--- src/rtl/tag_lookup_ctrl.sv ---
// tag_lookup_ctrl: initiator-side controller for a direct-mapped cache tag RAM.
// Splits each lookup address into tag/index/offset, reads the external tag RAM
// (one-cycle registered read), checks it against local per-set valid bits and
// reports hit or miss. A miss issues a line refill, waits for completion, then
// writes the new tag and marks the set valid.
// Optional feature macro: TAG_LOOKUP_STATS_EN adds saturating hit/miss counters.

module tag_lookup_ctrl #(
    parameter int  ENTRIES  = 256,
    parameter int  ADDR_W   = 32,
    parameter int  OFFSET_W = 4,
    localparam int IDX_W    = $clog2(ENTRIES),
    localparam int TAG_W    = ADDR_W - IDX_W - OFFSET_W
) (
    input  logic              clk,
    input  logic              rst,
    input  logic              req_valid,
    output logic              req_ready,
    input  logic [ADDR_W-1:0] req_addr,
    output logic              resp_valid,
    output logic              resp_hit,
    output logic              fill_req_valid,
    input  logic              fill_req_ready,
    output logic [ADDR_W-1:0] fill_req_addr,
    input  logic              fill_done,
    input  logic              inv_all,
    output logic [IDX_W-1:0]  ram_addr,
    output logic              ram_wr,
    output logic [TAG_W-1:0]  ram_tag_in,
    input  logic [TAG_W-1:0]  ram_tag_out
`ifdef TAG_LOOKUP_STATS_EN
    ,
    output logic [31:0]       hit_count,
    output logic [31:0]       miss_count
`endif
);

    localparam int LINE_W = ADDR_W - OFFSET_W;

    typedef enum logic [2:0] {
        IDLE,
        LOOKUP,
        MISS_REQ,
        MISS_WAIT,
        UPDATE
    } state_e;

    state_e              state_q;
    logic [LINE_W-1:0]   line_q;         // latched request address without offset
    logic [IDX_W-1:0]    ram_addr_q;
    logic [ENTRIES-1:0]  valid_q;
    logic                inv_pending_q;
    logic                resp_valid_q;
    logic                resp_hit_q;
    logic                fill_req_valid_q;
    logic [ADDR_W-1:0]   fill_req_addr_q;
    logic                ram_wr_q;
    logic [TAG_W-1:0]    ram_tag_in_q;

    logic [LINE_W-1:0]   req_line;
    logic [TAG_W-1:0]    cur_tag;
    logic [IDX_W-1:0]    cur_idx;
    logic                inv_now;
    logic                accept;
    logic                lookup_hit;
    logic                unused_offset;

    assign req_line      = req_addr[ADDR_W-1:OFFSET_W];
    // Byte offset within the line plays no part in the lookup.
    assign unused_offset = ^req_addr[OFFSET_W-1:0];
    assign cur_tag       = line_q[LINE_W-1:IDX_W];
    assign cur_idx       = line_q[IDX_W-1:0];

    // A same-cycle inv_all counts as pending so invalidation beats a new request.
    assign inv_now    = inv_pending_q | inv_all;
    assign req_ready  = (state_q == IDLE) && !inv_now;
    assign accept     = req_valid && req_ready;

    // The index goes to the RAM in the accept cycle so the tag is back in LOOKUP.
    assign ram_addr   = accept ? req_line[IDX_W-1:0] : ram_addr_q;
    assign lookup_hit = valid_q[cur_idx] && (ram_tag_out == cur_tag);

    assign resp_valid     = resp_valid_q;
    assign resp_hit       = resp_hit_q;
    assign fill_req_valid = fill_req_valid_q;
    assign fill_req_addr  = fill_req_addr_q;
    assign ram_wr         = ram_wr_q;
    assign ram_tag_in     = ram_tag_in_q;

    // Control FSM with registered outputs, valid bits and sticky invalidate.
    always_ff @(posedge clk) begin
        if (rst) begin
            state_q          <= IDLE;
            line_q           <= '0;
            ram_addr_q       <= '0;
            // NOTE: valid bits are plain flops, not a RAM, so they can and must
            // be cleared by reset; the tag RAM contents never need resetting.
            valid_q          <= '0;
            inv_pending_q    <= 1'b0;
            resp_valid_q     <= 1'b0;
            resp_hit_q       <= 1'b0;
            fill_req_valid_q <= 1'b0;
            fill_req_addr_q  <= '0;
            ram_wr_q         <= 1'b0;
            ram_tag_in_q     <= '0;
        end else begin
            // NOTE: non-blocking assignments throughout; a later assignment in
            // the case below overrides these single-cycle defaults.
            resp_valid_q  <= 1'b0;
            ram_wr_q      <= 1'b0;
            inv_pending_q <= inv_pending_q | inv_all;

            case (state_q)
                IDLE: begin
                    if (inv_now) begin
                        valid_q       <= '0;
                        inv_pending_q <= 1'b0;
                    end else if (req_valid) begin
                        line_q     <= req_line;
                        ram_addr_q <= req_line[IDX_W-1:0];
                        state_q    <= LOOKUP;
                    end
                end
                LOOKUP: begin
                    if (lookup_hit) begin
                        resp_valid_q <= 1'b1;
                        resp_hit_q   <= 1'b1;
                        state_q      <= IDLE;
                    end else begin
                        fill_req_valid_q <= 1'b1;
                        fill_req_addr_q  <= {line_q, {OFFSET_W{1'b0}}};
                        state_q          <= MISS_REQ;
                    end
                end
                MISS_REQ: begin
                    if (fill_req_ready) begin
                        fill_req_valid_q <= 1'b0;
                        state_q          <= MISS_WAIT;
                    end
                end
                MISS_WAIT: begin
                    if (fill_done) begin
                        ram_wr_q     <= 1'b1;
                        ram_tag_in_q <= cur_tag;
                        state_q      <= UPDATE;
                    end
                end
                UPDATE: begin
                    valid_q[cur_idx] <= 1'b1;
                    resp_valid_q     <= 1'b1;
                    resp_hit_q       <= 1'b0;
                    state_q          <= IDLE;
                end
                default: state_q <= IDLE;
            endcase
        end
    end

`ifdef TAG_LOOKUP_STATS_EN
    logic [31:0] hit_count_q;
    logic [31:0] miss_count_q;
    logic [31:0] hit_count_d;
    logic [31:0] miss_count_d;

    // Next-count logic: one increment per response, holding at all-ones.
    always_comb begin
        // NOTE: defaults first so every path assigns both, avoiding latches.
        hit_count_d  = hit_count_q;
        miss_count_d = miss_count_q;
        if (resp_valid_q) begin
            if (resp_hit_q && (hit_count_q != '1)) begin
                hit_count_d = hit_count_q + 32'd1;
            end
            if (!resp_hit_q && (miss_count_q != '1)) begin
                miss_count_d = miss_count_q + 32'd1;
            end
        end
    end

    // Counter registers; only reset clears them, inv_all leaves them alone.
    always_ff @(posedge clk) begin
        if (rst) begin
            hit_count_q  <= '0;
            miss_count_q <= '0;
        end else begin
            hit_count_q  <= hit_count_d;
            miss_count_q <= miss_count_d;
        end
    end

    assign hit_count  = hit_count_q;
    assign miss_count = miss_count_q;
`endif

endmodule
--- config.mk ---
export PLATFORM = sky130hd
export DESIGN_NAME = tag_lookup_ctrl
export DESIGN_NICKNAME = d
export VERILOG_FILES = /design/src/rtl/tag_lookup_ctrl.sv
export SDC_FILE = /design/constraint.sdc
export NUM_CORES = 1
export LEC_CHECK = 0
export BUFFER_PORTS_ARGS = -buffer_cell sky130_fd_sc_hd__buf_2
export CORE_UTILIZATION = 30
export DETAILED_ROUTE_END_ITERATION = 8
export PLACE_DENSITY = 0.58
export RECOVER_POWER = 25
export SLEW_MARGIN = 20
export SYNTH_ARGS = -nofsm -noshare
export SYNTH_HDL_FRONTEND = slang
export SYNTH_SLANG_ARGS = --single-unit
--- constraint.sdc ---
create_clock -name clk -period 6.8 [get_ports clk]
set_input_delay 0.68 -clock clk [delete_from_list [all_inputs] [get_ports clk]]
set_output_delay 0.68 -clock clk [all_outputs]
set_load 0.02 [all_outputs]
==> summary.txt, run 1 <==
Run status
  • Status: finished clean

Setup path
  • R2r setup slk: 2.36 ns
  • CP startpoint: line_q[1]$_SDFFE_PP0P_
  • R2R depth: 8
  • Worst setup endpoint: fill_req_addr[28]$_SDFFE_PP0P_
  • Worst Setup Start Kind: flip-flop
  • RR Startpoint: line_q[1]$_SDFFE_PP0P_
  • CP required: between 7 and 8 ns
  • CP max FO: between 60 and 70
  • Reg2reg end: fill_req_addr[28]$_SDFFE_PP0P_
  • Capturing element type of the critical path: flip-flop
  • Worst EP arrival: about 4.9 ns
  • Setup CP Type: flip-flop to flip-flop

Logic synthesis
  • EDFF count, synth: 0
  • Synthesized flop and latch total: 340
  • YS warnings: 0
  • Synth Area in Compound Gates: ~18%
  • Post-Synth XOR/XNOR Area: around 1.2%
  • Top FF cell, synth: dfxtp_1
  • Synth Instances: around 1,600
  • Simple-gate area share of the yosys netlist: around 16%
  • Ys async rst share: 0%
  • Post-synthesis mux area share: 12.6%
  • Post-synthesis cell type count: 52
  • Largest family of logic cells by synthesized area: compound AO/OA/AOI/OAI gates
  • Mapped cell area: between 10,000 and 15,000 um^2
  • Synth Area in Adders: 0%
  • Seq/Total Area, Yosys: about 47%
  • Synth Area per Inst: between 9 and 10 um^2

Place
  • Final Wtd Congestion: 0.782
  • Port buffer count: 114
  • Placed inst area: ~15,000 um^2
  • DP Wirelength: 24,800 um

CTS
  • Maximum buffer depth of the clock tree: 3
  • Hold buffer count at CTS: 0
  • Root Driver: clkbuf_16
  • CTS Buf Count: 39
  • Setup bufs post-CTS: 0
  • Clock Sinks: 340
  • H-tree depth: 2
  • Worst skew pair latency: around 0.53 ns
  • TritonCTS clock tree: built
  • Clock-pin slew on the worst setup and hold paths: approximately 0.060 ns
  • CTS resizes: 0

STA
  • Slew HR: ~17%
  • Final setup vio count: 0
  • Period utilisation layout: approximately 65%
  • Final min period: approximately 4.4 ns
  • Clock Skews: between 0.015 and 0.02 ns
  • Max frequency: between 0.2 and 0.25 GHz
  • Least-Margin Pin Slew: ~1.2 ns
  • Pins Over Slew Limit: 0
  • RSZ-0062 raised after global routing: no
  • TNS Setup: 0 ns
  • Final Hold Fails: 0

Global routing
  • Overflow after GRT: 0
  • Initial antenna violation count: 1
  • Largest net degree at the start of global routing: ~260
  • Vias in the first global route: ~11,000
  • Tot GR Track Use: between 10% and 20%
  • Global-route wire length before repair: around 64,000 um

Drt
  • Metal2 WL: roughly 19,000 um
  • WL met3: ~2300 um
  • Vias: about 12,000
  • First-pass DRT Iterations: 6
  • Routed WL: between 40,000 and 50,000 um
  • Vias/cell: 5.30
  • Uppermost layer routed: met4
  • Met1 wire length: between 15,000 and 20,000 um
  • DRT antenna net count: 0
  • Detailed-route DRC error count: 0
  • Initial drt markers: between 1,000 and 1,500
  • Wirelength per Cell: between 15 and 20 um

Final layout
  • Final design utilization: a little over a third
  • Net count, final: approximately 1,700
  • Fin area: between 15,000 and 20,000 um^2
  • Layout area overhead: 14.6%
  • Layout cells sized above 1: 12.9%

Worst hold path
  • Hold path depth: 3
  • HP Class: input port to flip-flop

Die
  • Die Span X: around 220 um
  • Row Count: 80
  • Core area: 47,600 um^2
  • Starting Density: a little under a third
  • Die H: 222 um
  • # IOs: 123
  • Die area: just under 50,000 um^2

Power
  • PwrDens: roughly 260 nW/um^2
  • Leakage: 5.58 nW
  • Maximum vdd drop: between 0.15 and 0.2 mV
  • Power Total: about 0.0043 W

Job
  • Maxcap violations: 0
## worst min path at each step
stage | end | startpoint | slack (ns)
finish | line_q[18]$_SDFFE_PP0P_ | req_addr[22] | 0.39
CTS | line_q[18]$_SDFFE_PP0P_ | req_addr[22] | 0.38
floorplan | valid_q[225]$_SDFFE_PP0P_ | valid_q[225]$_SDFFE_PP0P_ | 0.46
global placement | ram_tag_in[10]$_SDFFE_PP0P_ | ram_tag_in[10]$_SDFFE_PP0P_ | 0.44
global route | line_q[16]$_SDFFE_PP0P_ | req_addr[20] | 0.39
detailed placement | ram_tag_in[6]$_SDFFE_PP0P_ | ram_tag_in[6]$_SDFFE_PP0P_ | 0.45
## area by class of cell
class	count	area, um^2
clock inverters	11	70.1
well taps	615	769
fillers	4889	31100
inverters	3	11.3
flip-flops and latches	340	6810
clock buffers	56	1100
multi-input cells	1069	7000
diodes	1	2.50
repair buffers	146	793
## metal layers
| metal | GRT usage [%] | up-vias |
|---|---|---|
| met2 | 26.4 | 391 |
| met5 | 0 | - |
| met3 | 2.99 | 71 |
| met4 | 4.68 | 0 |
| li1 | - | 5616 |
| met1 | 21.8 | 5801 |
## report_power, final
| group | total, W | internal, W | switching (W) |
|---|---|---|---|
| clock network | 0.00194 | 0.00112 | 0.000818 |
| logic | 0.000330 | 0.0000968 | 0.000233 |
| registers | 0.00204 | 0.00201 | 0.0000285 |
| total | 0.00431 | 0.00323 | 0.00108 |
## synth_stat cells, types with 3 or more instances
cell type | n | share of area [%]
nand2b_1 | 65 | 2.8
xor2_1 | 12 | 0.73
nand3_1 | 5 | 0.17
nor2b_1 | 5 | 0.22
nor2_1 | 287 | 7.5
a21oi_1 | 61 | 2.1
buf_2 | 8 | 0.28
buf_4 | 9 | 0.47
buf_6 | 8 | 0.62
and2_1 | 4 | 0.17
a22oi_1 | 283 | 15
mux4_2 | 28 | 4.4
clkbuf_1 | 119 | 3.1
inv_1 | 3 | 0.078
nor4_1 | 7 | 0.30
xnor2_1 | 8 | 0.48
and3_1 | 5 | 0.22
nand2_1 | 128 | 3.3
nor3_1 | 16 | 0.55
nand4_1 | 5 | 0.22
dfxtp_1 | 340 | 47
mux2i_1 | 110 | 7.6
mux2_2 | 3 | 0.23
o311a_1 | 3 | 0.21
## registers in the layout, summed over array words and instances (netlist names)
name,cells
line_q,28
state_q,3
fill_req_valid,1
inv_pending_q,1
fill_req_addr,28
ram_wr,1
resp_valid,1
resp_hit,1
valid_q,256
ram_tag_in,20
## placed cells by master, fill, tap and decap left out, drive strengths merged, types with 2 or more instances in the layout
cell | netlist | final
a22oi | 283 | 283
o31ai | 3 | 3
o311a | 3 | 3
nor3 | 16 | 16
nor4 | 7 | 7
mux2 | 3 | 3
xnor2 | 8 | 8
mux4 | 30 | 30
mux2i | 110 | 110
and2 | 4 | 4
conb | 1 | 4
or3 | 2 | 2
xor2 | 12 | 12
clkbuf | 119 | 108
and3 | 5 | 5
nor2b | 5 | 5
nand3 | 5 | 5
a21oi | 61 | 61
clkinv | 0 | 8
nand4 | 5 | 5
a211oi | 2 | 2
o21ai | 4 | 4
inv | 3 | 6
nand2 | 128 | 128
dfxtp | 340 | 340
buf | 31 | 94
nand2b | 65 | 65
nor2 | 288 | 288
## worst max-delay path, cell delays in order, from the launching register on
cell and delay, ns:
dfxtp_4 0.87, buf_12 0.47, mux2_2 0.39, o21ai_1 0.15
o31ai_1 0.10, a2111oi_0 0.90, o311a_1 0.28, or3_2 0.79
mux2i_1 0.28
## kinds of logic (layout without fill, tap and decap cells)
logic type             count (synthesis)  count (layout)
AND/OR/NAND/NOR                      533             533
AO/OA/AOI/OAI                        369             369
flip-flops                           340             340
buffers and inverters                153             216
multiplexers                         143             143
XOR/XNOR                              20              20
other                                  1               5
## through the flow
step	setup slack [ns]	hold slack, ns	cells
floorplan	4.10	0.465	1562
global placement	2.62	0.442	2173
detailed placement	2.56	0.447	2173
CTS	2.49	0.378	2240
global route	2.23	0.394	2241
finish	2.36	0.392	2241
(Power assumes the default switching activity.)
==> run 2: changes to the inputs <==
Clock period 6.8 ns to 4.6 ns, I/O delays scaled along.
==> summary.txt, run 2 (synthesis gave the netlist of run 1 again) <==
CTS
  • CTS resizes: 0 (unchanged)
  • Clock Sinks: 340 (unchanged)
  • Root Driver: clkbuf_16
  • Setup bufs post-CTS: 0 (unchanged)
  • Hold buffer count at CTS: 0 (unchanged)
  • Maximum buffer depth of the clock tree: 3 (unchanged)
  • Worst skew pair latency: 0.54 ns (about the same)
  • Clock-pin slew on the worst setup and hold paths: 0.06 ns (about the same)
  • TritonCTS clock tree: built
  • H-tree depth: 2 (unchanged)
  • CTS Buf Count: 39 (unchanged)

Drt
  • Wirelength per Cell: 18.2 um (about the same)
  • Uppermost layer routed: met4
  • Initial drt markers: 1,129 (-7.2%)
  • DRT antenna net count: 0 (unchanged)
  • Metal2 WL: 19,000 um (+0.24%)
  • Routed WL: 41,000 um (+0.35%)
  • WL met3: 2310 um (-0.43%)
  • Detailed-route DRC error count: 0 (unchanged)
  • Met1 wire length: 19,000 um (+1.3%)
  • Vias/cell: 5.28 (-0.33%)
  • First-pass DRT Iterations: 6 (unchanged)
  • Vias: 11,900 (+0.025%)

Setup path
  • Worst EP arrival: 4.36 ns (-0.52 ns)
  • Worst Setup Start Kind: flip-flop
  • Reg2reg end: valid_q[154]$_SDFFE_PP0P_
  • CP required: 5.05 ns (-2.19 ns)
  • Critical path's top delay family: buffers and inverters
  • R2R depth: 6 (-2)
  • CP max FO: 144 (+110%)
  • R2r setup slk: 0.69 ns (-1.67 ns)
  • CP max stage delay: 1.88 ns (+0.98 ns)
  • Crit path buf inv count: 2 (+1)
  • RR Startpoint: state_q[2]$_SDFFE_PP0P_
  • Critical-path cell list: nor3_1 > o21ai_4 > buf_12 > buf_2 > a22oi_1 > nor2_1
  • Worst setup endpoint: valid_q[154]$_SDFFE_PP0P_
  • Slowest-stage cell, CP: buf_2
  • Setup CP Type: flip-flop to flip-flop
  • Critical path depth: 6 (-2)
  • Capturing element type of the critical path: flip-flop
  • CP startpoint: state_q[2]$_SDFFE_PP0P_

Global routing
  • Global-route wire length before repair: 64,300 um (unchanged)
  • Largest net degree at the start of global routing: 257 (unchanged)
  • Overflow after GRT: 0 (unchanged)
  • Initial antenna violation count: 0 (-1)
  • Tot GR Track Use: 16.2% (+0.047 points)
  • Vias in the first global route: 11,200 (-1.2%)

Power
  • Clock share of power: 46.1% (+1.0 points)
  • Register share of total power: 46.3% (-1.0 points)
  • Maximum vdd drop: 0.218 mV (+43%)
  • Internal power: 0.00491 W (+52%)
  • Combinational power share: 7.5% (-0.2 points)
  • Sw Share: 24.6% (-0.51 points)
  • Switching pwr: 0.00160 W (+48%)
  • PwrDens: 390 nW/um^2 (+50%)
  • Leakage: 5.64 nW (+1.1%)

Place
  • Placed inst area: 15,500 um^2 (+0.49%)
  • DP Wirelength: 25,300 um (+1.8%)
  • Placed cell count: 2,181 (+0.37%)
  • Port buffer count: 114 (unchanged)
  • Final Wtd Congestion: 0.775 (-0.92%)

Final layout
  • Most flops, register: valid_q
  • Antenna Diode Count: 0 (-1)
  • Most frequent cells in the layout: dfxtp_1 (337), nor2_1 (283), a22oi_1 (283), nand2_1 (128), mux2i_1 (110)
  • Layout cells sized above 1: 12.9% (about the same)
  • Fin area: 16,700 um^2 (+0.69%)
  • Fillers: 4,876 (-0.27%)
  • Net count, final: 1,666 (+0.54%)
  • Max reg flops: 256 (unchanged)
  • Non-filler cells, final: 2,249 (+0.36%)
  • Commonest non-fill, non-tap cell in the layout: dfxtp_1
  • Layout area overhead: 15.4%

STA
  • Clock Skews: 0.0240 ns (+0.00699 ns)
  • Final Hold Fails: 0 (unchanged)
  • Pins Over Slew Limit: 145 (+145)
  • Period utilisation layout: 85.1% (+20 points)
  • RSZ-0062 raised after global routing: no
  • Max frequency: 0.256 GHz (+14%)
  • Final setup vio count: 0 (unchanged)
  • TNS Setup: 0 ns (unchanged)
  • Slew HR: -75.4% (-92 points)
  • Final min period: 3.91 ns (-0.531 ns)
  • Least-Margin Pin Slew: 2.63 ns (+1.39 ns)

Die
  • Row Count: 80 (unchanged)
  • Die Span X: 222 um (unchanged)
  • Core area: 47,600 um^2 (unchanged)
  • Die H: 222 um (unchanged)
  • Die area: 49,100 um^2 (unchanged)
  • Starting Density: 30.3% (unchanged)
  • # IOs: 123 (unchanged)

Worst hold path
  • HP Class: input port to flip-flop

Run status
  • Status: finished, violations left
  • Violated checks: capacitance limit, slew limit

Job
  • Maxcap violations: 1 (+1)
[run 2: worst min-delay path by stage]
stage / from / to / depth (start not counted)
after CTS: req_addr[26] / line_q[22]$_SDFFE_PP0P_ / 3
after floorplan: valid_q[225]$_SDFFE_PP0P_ / valid_q[225]$_SDFFE_PP0P_ / 2
final: req_addr[23] / line_q[19]$_SDFFE_PP0P_ / 3
after detailed placement: ram_tag_in[1]$_SDFFE_PP0P_ / ram_tag_in[1]$_SDFFE_PP0P_ / 2
after global routing: req_addr[23] / line_q[19]$_SDFFE_PP0P_ / 3
after global placement: ram_tag_in[10]$_SDFFE_PP0P_ / ram_tag_in[10]$_SDFFE_PP0P_ / 2
[run 2: routing by layer]
metal	up-vias	global-route usage (%)
met1	5804	22.2
met2	400	26.7
li1	5626	-
met3	52	2.58
met5	-	0
met4	0	3.76
[run 2: per-stage QoR]
stage	total power, W	utilization [%]	setup WS [ns]	hold slack (ns)
global placement	0.00357	32.5	0.884	0.442
detailed placement	0.00357	32.6	0.826	0.445
floorplan	0.00341	-	1.90	0.465
global route	0.00674	35.0	0.311	0.171
CTS	0.00658	35.1	0.799	0.162
finish	0.00651	35.0	0.687	0.179
[run 2: layout make-up]
| class | instances | area (um^2) | area share, % |
|---|---|---|---|
| inverter | 3 | 11.3 | 0.0675 |
| clock buffer | 58 | 1120 | 6.70 |
| multi-input combinational | 1069 | 6990 | 41.9 |
| tap | 615 | 769 | 4.61 |
| sequential | 340 | 6810 | 40.8 |
| timing repair buffer | 155 | 863 | 5.18 |
| clock inverter | 9 | 113 | 0.675 |
[run 2: power by group through the flow]
stage | clock, W | sequential (W) | combinational (W)
global route | 0.00320 | 0.00302 | 0.000527
CTS | 0.00308 | 0.00302 | 0.000490
floorplan | 0 | 0.00305 | 0.000358
detailed placement | 0 | 0.00308 | 0.000490
global placement | 0 | 0.00308 | 0.000485
finish | 0.00300 | 0.00302 | 0.000490
[run 2: worst reg2reg max path, cell delays in order (launching register included)]
cell	delay (ns)
dfxtp_1	0.59
nor3_1	0.19
o21ai_4	0.11
buf_12	0.38
buf_2	1.91
a22oi_1	0.48
nor2_1	0.19
==> run 3: changes to the inputs <==
Clock period 4.6 ns to 4.1 ns, I/O delays scaled along.
==> summary.txt, run 3 (synthesis gave the netlist of run 1 again) <==
Run status
  • Status: finished, violations left
  • Violated checks: capacitance limit, slew limit

Final layout
  • Max reg flops: 256 (unchanged)
  • Antenna Diode Count: 0 (unchanged)
  • Fillers: 4,867 (-0.18%)
  • Commonest non-fill, non-tap cell in the layout: dfxtp_1
  • Net count, final: 1,668 (+0.12%)
  • Layout area overhead: 16.3%
  • Layout cells sized above 1: 12.9% (+0.022 points)
  • Most flops, register: valid_q
  • Most frequent cells in the layout: dfxtp_1 (337), a22oi_1 (283), nor2_1 (281), nand2_1 (128), mux2i_1 (110)
  • Fin area: 16,800 um^2 (+0.77%)
  • Final design utilization: 35.3% (+0.27 points)

Place
  • Pre-CTS setup slack: 0.459 ns (-0.367 ns)
  • DP Wirelength: 25,600 um (+1.3%)
  • Port buffer count: 114 (unchanged)
  • Placed inst area: 15,600 um^2 (+0.27%)
  • Final Wtd Congestion: 0.816 (+5.3%)

Die
  • Starting Density: 30.3% (unchanged)
  • # IOs: 123 (unchanged)
  • Core area: 47,600 um^2 (unchanged)
  • Die area: 49,100 um^2 (unchanged)
  • Die Span X: 222 um (unchanged)
  • Row Count: 80 (unchanged)
  • Die H: 222 um (unchanged)

CTS
  • TritonCTS clock tree: built
  • Maximum buffer depth of the clock tree: 3 (unchanged)
  • H-tree depth: 2 (unchanged)
  • CTS resizes: 0 (unchanged)
  • Clock Sinks: 340 (unchanged)
  • Root Driver: clkbuf_16
  • Worst skew pair latency: 0.53 ns (about the same)
  • Clock-pin slew on the worst setup and hold paths: 0.06 ns (about the same)
  • CTS Buf Count: 38 (-2.6%)
  • Setup bufs post-CTS: 0 (unchanged)
  • Hold buffer count at CTS: 0 (unchanged)

STA
  • Pins Over Slew Limit: 14 (-90%)
  • Slew HR: -4.68% (+71 points)
  • Period utilisation layout: 91.7% (+6.6 points)
  • Clock Skews: 0.0237 ns (-0.000300 ns)
  • Final setup vio count: 0 (unchanged)
  • Setup ws final: 0.340 ns (-0.347 ns)
  • Final Hold Fails: 0 (unchanged)
  • Max frequency: 0.266 GHz (+4.1%)
  • TNS Setup: 0 ns (unchanged)
  • Least-Margin Pin Slew: 1.56 ns (-1.07 ns)
  • Final min period: 3.76 ns (-0.153 ns)
  • RSZ-0062 raised after global routing: no

Setup path
  • Worst Setup Start Kind: flip-flop
  • Critical path's top delay family: compound AO/OA/AOI/OAI gates
  • Setup CP Type: flip-flop to flip-flop
  • Critical-path cell list: buf_12 > mux2i_1 > a22oi_1 > nand3_1 > o31ai_1 > a2111oi_0 > o311a_1 > or3_2 > buf_12 > mux2i_1
  • Slowest-stage cell, CP: dfxtp_4
  • Capturing element type of the critical path: flip-flop
  • CP max stage delay: 0.93 ns (-0.95 ns)
  • CP max FO: 49 (-66%)
  • CP required: 4.54 ns (-0.51 ns)
  • Crit path buf inv count: 2 (unchanged)
  • Worst EP arrival: 4.20 ns (-0.16 ns)

Power
  • Leakage: 5.70 nW (+1.0%)
  • Maximum vdd drop: 0.227 mV (+3.9%)
  • PwrDens: 446 nW/um^2 (+14%)

Drt
  • Routed WL: 40,900 um (-0.41%)
  • Initial drt markers: 1,007 (-11%)
  • Wirelength per Cell: 18.1 um (-0.63%)
  • Vias: 11,900 (+0.19%)
  • Vias/cell: 5.28 (about the same)
  • First-pass DRT Iterations: 6 (unchanged)
  • Detailed-route DRC error count: 0 (unchanged)
  • DRT antenna net count: 0 (unchanged)

Global routing
  • Global-route wire length before repair: 64,200 um (about the same)
  • Tot GR Track Use: 16.1% (-0.12 points)
  • Largest net degree at the start of global routing: 257 (unchanged)
  • Initial antenna violation count: 0 (unchanged)
  • Overflow after GRT: 0 (unchanged)
  • Vias in the first global route: 11,300 (+0.32%)

Worst hold path
  • HP Class: input port to flip-flop

Job
  • Maxcap violations: 1 (unchanged)
## run 3: changes by cell type in the layout (fill, tap and decap cells not counted), sizes merged
| cell | before | now |
|---|---|---|
| inv | 7 | 4 |
| clkbuf | 112 | 115 |
| clkinv | 3 | 6 |
| bufinv | 2 | 4 |
## run 3: cell type report
type / instances / area [um^2] / share of cell area [%]
multi-input cells: 1069 / 6970 / 41.5
flip-flops and latches: 340 / 6810 / 40.5
repair buffers: 158 / 922 / 5.49
clock buffers: 58 / 1160 / 6.90
well taps: 615 / 769 / 4.58
inverters: 3 / 11.3 / 0.0670
clock inverters: 11 / 159 / 0.945
## run 3: path summary, 6_finish.rpt
| kind | startpoint | endpoint | slack, ns | cells past startpoint |
|---|---|---|---|---|
| setup / recovery | line_q[1]$_SDFFE_PP0P_ | fill_req_addr[12]$_SDFFE_PP0P_ | 0.34 | 10 |
| hold / removal | req_addr[30] | line_q[26]$_SDFFE_PP0P_ | 0.12 | 3 |
| setup reg to reg | line_q[1]$_SDFFE_PP0P_ | fill_req_addr[12]$_SDFFE_PP0P_ | 0.34 | 10 |
| hold reg to reg | ram_tag_in[13]$_SDFFE_PP0P_ | ram_tag_in[13]$_SDFFE_PP0P_ | 0.46 | 2 |
## run 3: layer usage
layer | track usage, % | routed length, um | vias up
met5 | 0 | 0 | -
met4 | 4.59 | 973 | 0
met3 | 2.52 | 2530 | 69
met2 | 26.4 | 18800 | 435
met1 | 21.9 | 18600 | 5766
li1 | - | - | 5635
## run 3: worst reg2reg max path, stage by stage, from the launching register on
cell	delay (ns)
dfxtp_4	0.93
buf_12	0.37
mux2i_1	0.25
a22oi_1	0.11
nand3_1	0.15
o31ai_1	0.08
a2111oi_0	0.89
o311a_1	0.27
or3_2	0.14
buf_12	0.24
mux2i_1	0.23
## run 3: power by group
part / total [W] / internal (W) / switching [W]
Sequential: 0.00338 / 0.00333 / 0.0000525
Clock: 0.00355 / 0.00220 / 0.00135
Combinational: 0.000559 / 0.000176 / 0.000383
Total: 0.00749 / 0.00571 / 0.00179
## run 3: per-stage QoR
step / hold WS (ns) / instances / power [W]
6_report: 0.124 / 2254 / 0.00749
3_5_place_dp: 0.444 / 2184 / 0.00401
4_1_cts: 0.109 / 2253 / 0.00756
3_3_place_gp: 0.439 / 2184 / 0.00400
2_1_floorplan: 0.465 / 1562 / 0.00383
5_1_grt: 0.126 / 2254 / 0.00775
